[src/rtl/intersection_sequencer.sv]
// Phase sequencer for a four-way intersection: self-timed tick, per-phase dwell,
// and an emergency override that forces and holds the all-red phases.
module intersection_sequencer #(
    parameter int CLKS_PER_TICK = 50000000,
    parameter int GREEN_TICKS   = 10,
    parameter int YELLOW_TICKS  = 3,
    parameter int ALLRED_TICKS  = 2,
    parameter int LEFT_TICKS    = 5
) (
    input  logic       CLOCK_50,
    input  logic       reset,
    input  logic       emergency,
    output logic [2:0] phase,
    output logic       tick,
    output logic [7:0] ticks_left,
    output logic       red_hold
);

    typedef enum logic [2:0] {
        PH_NS_GREEN  = 3'd0,
        PH_NS_YELLOW = 3'd1,
        PH_ALLRED_A  = 3'd2,
        PH_EW_LEFT   = 3'd3,
        PH_EW_GREEN  = 3'd4,
        PH_EW_YELLOW = 3'd5,
        PH_ALLRED_B  = 3'd6,
        PH_NS_LEFT   = 3'd7
    } phase_t;

    localparam int PW = (CLKS_PER_TICK > 1) ? $clog2(CLKS_PER_TICK) : 1;
    localparam logic [PW-1:0] PRE_LAST = PW'(CLKS_PER_TICK - 1);
    localparam logic [7:0] ALLRED_LOAD = 8'(ALLRED_TICKS - 1);

    logic [PW-1:0] prescaler;
    phase_t        phase_q, phase_d;
    logic [7:0]    ticks_q, ticks_d;
    logic          red_hold_q, red_hold_d;

    // Dwell counter value loaded on entry to each phase.
    function automatic logic [7:0] dwell_load(input phase_t p);
        case (p)
            PH_NS_GREEN, PH_EW_GREEN:   dwell_load = 8'(GREEN_TICKS - 1);
            PH_NS_YELLOW, PH_EW_YELLOW: dwell_load = 8'(YELLOW_TICKS - 1);
            PH_ALLRED_A, PH_ALLRED_B:   dwell_load = ALLRED_LOAD;
            default:                    dwell_load = 8'(LEFT_TICKS - 1);
        endcase
    endfunction

    assign tick = (prescaler == PRE_LAST);

    // NOTE: registers use non-blocking assignments so every flop samples pre-edge values.
    always_ff @(posedge CLOCK_50) begin
        if (reset) begin
            prescaler  <= '0;
            phase_q    <= PH_NS_GREEN;
            ticks_q    <= 8'(GREEN_TICKS - 1);
            red_hold_q <= 1'b0;
        end else begin
            prescaler  <= tick ? '0 : prescaler + 1'b1;
            phase_q    <= phase_d;
            ticks_q    <= ticks_d;
            red_hold_q <= red_hold_d;
        end
    end

    phase_t seq_next;
    logic   step_normal;

    // NOTE: every output of this block gets a default first, so no latch can be inferred.
    always_comb begin
        phase_d     = phase_q;
        ticks_d     = ticks_q;
        step_normal = 1'b0;
        seq_next    = phase_t'(phase_q + 3'd1);
        red_hold_d  = emergency && (phase_q == PH_ALLRED_A || phase_q == PH_ALLRED_B);

        if (tick) begin
            unique case (phase_q)
                PH_NS_GREEN, PH_EW_GREEN: begin
                    if (emergency) begin
                        phase_d = seq_next;
                        ticks_d = dwell_load(seq_next);
                    end else begin
                        step_normal = 1'b1;
                    end
                end
                PH_EW_LEFT, PH_NS_LEFT: begin
                    // Fall back to the preceding all-red; the left phase restarts later.
                    if (emergency) begin
                        phase_d = phase_t'(phase_q - 3'd1);
                        ticks_d = ALLRED_LOAD;
                    end else begin
                        step_normal = 1'b1;
                    end
                end
                PH_ALLRED_A, PH_ALLRED_B: begin
                    if (emergency) ticks_d = ALLRED_LOAD;
                    else           step_normal = 1'b1;
                end
                default: step_normal = 1'b1;
            endcase

            if (step_normal) begin
                if (ticks_q == 8'd0) begin
                    phase_d = seq_next;
                    ticks_d = dwell_load(seq_next);
                end else begin
                    ticks_d = ticks_q - 8'd1;
                end
            end
        end
    end

    assign phase      = phase_q;
    assign ticks_left = ticks_q;
    assign red_hold   = red_hold_q;

endmodule

[config.mk]
export PLATFORM = sky130hd
export DESIGN_NAME = intersection_sequencer
export DESIGN_NICKNAME = d
export VERILOG_FILES = /design/src/rtl/intersection_sequencer.sv
export SDC_FILE = /design/constraint.sdc
export NUM_CORES = 1
export LEC_CHECK = 0
export CAP_MARGIN = 20
export CORE_MARGIN = 2
export CORE_UTILIZATION = 45
export CTS_BUF_LIST = sky130_fd_sc_hd__clkbuf_4
export CTS_CLUSTER_SIZE = 10
export DETAILED_ROUTE_END_ITERATION = 8
export PLACE_DENSITY = 0.62
export SETUP_SLACK_MARGIN = 0.5
export SLEW_MARGIN = 40
export SYNTH_ARGS = -nofsm -noshare
export SYNTH_HDL_FRONTEND = slang
export SYNTH_SLANG_ARGS = --single-unit
[constraint.sdc]
create_clock -name CLOCK_50 -period 3.2 [get_ports CLOCK_50]
set_clock_uncertainty 0.15 [all_clocks]
set_input_delay 0.32 -clock CLOCK_50 [delete_from_list [all_inputs] [get_ports CLOCK_50]]
set_output_delay 0.32 -clock CLOCK_50 [all_outputs]
set_load 0.02 [all_outputs]
==> results_dict.tcl <==
set metrics [dict create \
    status "completed" \
    cts_buffers 5 \
    power_density_nw_per_um2 332 \
    p_leak_nw 0.777 \
    synth.top_cell.area_share_pct 37.7 \
    nNetsFinal 277 \
    final_util_pct 52.9 \
    ir_drop_mv 0.229 \
    clock-sinks 38 \
    ctsHoldBuffers 0 \
    drive_gt1_share_pct 5.64 \
    hp-start "prescaler[0]$_SDFF_PP0_" \
    ys_warn_count 0 \
    worstRegToRegCells 6 \
    synthAdderAreaFrac_pct 5.58 \
    wire_per_inst_um 13.5 \
    avgSynthCellArea_um2 8.11 \
    syn_inst 249 \
    drc 0 \
    seq_power_share_pct 63.1 \
    initial_utilization_pct 46.7 \
    setup_tns_ps 0 \
    die_h_um 71.0 \
    first_pass_iters 4 \
    synth_compound_area_share_pct 13.1 \
    worstPathRequired_ps 3330 \
    cts_root_buf "clkbuf_4" \
    antenna_cells 0 \
    die_w_um 71.0 \
    grt_pass1_vias 1574 \
    io_buffer_count 15 \
    seq_area_frac_synth_pct 37.7 \
    cts_max_path_buffers 2 \
    hold_viol 0 \
    synth_edf_count 0 \
    cp_max_fo 10 \
    critical_path.endpoint_type "register" \
    worst_slack_ps 618 \
    async_reset_ff_share_pct 0 \
    postRouteAntennaNets 0 \
    grt_pass1_wl_mm 7.25 \
    synth_xor_area_share_pct 11.3 \
    clk_pin_slew_ps 110 \
    mostFrequentLayoutCell "nor2_1" \
    synth.area.top_cells "dfxtp_1 (38%), xnor2_1 (10%), nor2_1 (7.2%)" \
    power_frac_comb_pct 4.0 \
    core_area_um2 4320 \
    finalCritPeriodShare_pct 80.7 \
    final_max_slew_viol_count 0 \
    netSwitchingPower_mw 0.179 \
    fmax_mhz 387 \
    worstSetupPathType "register to register" \
    r2r_start "prescaler[0]$_SDFF_PP0_" \
    syn_to_final_growth_pct 13.3 \
    fin_crit_ps 2580 \
    min_path_cells 1 \
    gr-usage-all-layers_pct 18.0 \
    via_per_inst 5.48 \
    rsz0062_at_grt "true" \
    cts_max_level 2 \
    place_hpwl_mm 3.05 \
    hold_ws_ps 306 \
    synth_seq_cells 38 \
    max_slew.worst_pin.slew_ps 715 \
    rows 24 \
    dieArea_um2 5040 \
    antenna_found_initial 0 \
    reg2reg_slack_ps 620 \
    cts_tree "done" \
    clock_latency_ps 350 \
    drt-initial-drc-count 83 \
    gp_congestion 0.837 \
    power.internal_mw 0.579 \
    pwr-share-clk_pct 33.0 \
    io_pins 16 \
    yosysTopAreaCell "dfxtp_1" \
    synth_mux_area_share_pct 0.496 \
    critPathLaunchType "register" \
    num_vias 1743 \
    switching_share_pct 23.6 \
    yosys.area_share.simple_pct 27.0 \
    max-slew-margin-rel_pct 51.9 \
    final_area_um2 2290 \
    hold_end "prescaler[0]$_SDFF_PP0_" \
    grt_max_degree 24 \
    arrival_ps 2710 \
    setup_viol 0 \
    synth-main-ff-cell "dfxtp_1" \
    syn_area_um2 2020 \
    pre_cts_slack_ps 554 \
    drt-total-wl_mm 4.28 \
    fillers 425 \
    synth_nets 261 \
    cap_violations 0 \
    place_area_um2 2230 \
    synth_top_family_by_area "simple AND/OR/NAND/NOR gates" \
    reg2reg_to "ticks_left[4]$_SDFFE_PP0P_" \
    layout_common_cells "nor2_1 (39), dfxtp_1 (38), xnor2_1 (23)" \
    grt-ovfl-total 0 \
    synth_cell_types 43 \
    worst_hold_path_type "register to register" \
]
[registers in the layout, summed over array words and instances, names as in the netlist]
signal / flops
prescaler: 26
red_hold: 1
ticks_left: 8
phase: 3
[worst max-delay path, cell delays in order (launching register included)]
cell,delay (ps)
dfxtp_1,370
ha_1,210
nand4_1,140
or2_0,320
or4_4,640
or4_1,540
a21oi_1,150
[routing by layer]
metal,GRT usage (%),wire [um],vias to the layer above
met5,0,0,-
met4,6.50,68,0
met3,4.27,183,7
met2,25.9,1720,36
met1,26.3,2310,796
li1,-,-,904
[final cells by class]
class                      count  area (um^2)  area share [%]
multi-input combinational    186         1170            51.0
clock buffer                   6         45.0            1.97
sequential                    38          761            33.2
inverter                      13         48.8            2.13
tap                           52         65.1            2.84
clock inverter                 2         8.76           0.383
timing repair buffer          21          194            8.47
[cells by family after synthesis]
logic type	Yosys count
adders and majority gates	9
AOI/OAI and AO/OA	41
DFF	38
buffers and inverters	25
and+or+nand+nor	109
xor gates and xnor gates	26
muxes	1
[synth_stat cells (3+ instances only)]
cell	instances
a22oi_1	3
o21ai_0	10
nand4_1	5
a21oi_1	11
clkbuf_1	7
or4_1	3
o31a_1	3
nor3_1	10
nor4b_1	3
and3_1	5
ha_1	9
nand3_1	14
nor4_1	7
nor2_1	39
dfxtp_1	38
xnor2_1	23
inv_1	13
xor2_1	3
nand2_1	11
[power groups by stage]
stage	clock, mW	combinational [mW]	sequential [mW]
after floorplan	0	0.0190	0.489
after global placement	0	0.0298	0.489
after detailed placement	0	0.0301	0.489
after CTS	0.260	0.0302	0.478
after global routing	0.282	0.0334	0.479
final	0.250	0.0301	0.478
[how the worst max path moves through the flow]
stage | start | end | slack, ps | cells past startpoint
3_3_place_gp | prescaler[0]$_SDFF_PP0_ | ticks_left[4]$_SDFFE_PP0P_ | 630 | 6
3_5_place_dp | prescaler[0]$_SDFF_PP0_ | ticks_left[4]$_SDFFE_PP0P_ | 550 | 6
6_report | prescaler[0]$_SDFF_PP0_ | ticks_left[4]$_SDFFE_PP0P_ | 620 | 6
4_1_cts | prescaler[0]$_SDFF_PP0_ | ticks_left[4]$_SDFFE_PP0P_ | 520 | 6
5_1_grt | prescaler[0]$_SDFF_PP0_ | ticks_left[4]$_SDFFE_PP0P_ | 500 | 6
2_1_floorplan | prescaler[0]$_SDFF_PP0_ | ticks_left[4]$_SDFFE_PP0P_ | 760 | 8
[what timing repair did]
action | CTS | global route
pin swaps | 0 | 0
buffers inserted | 0 | 0
hold endpoints to repair | 0 | 0
setup endpoints to repair | 1 | 27
gates resized for setup | 1 | 2
[through the flow]
stage / cells / power (mW)
floorplan: 249 / 0.508
global placement: 310 / 0.519
detailed placement: 310 / 0.519
CTS: 318 / 0.769
global route: 318 / 0.794
finish: 318 / 0.759
Power figures use the tool's default switching activity.
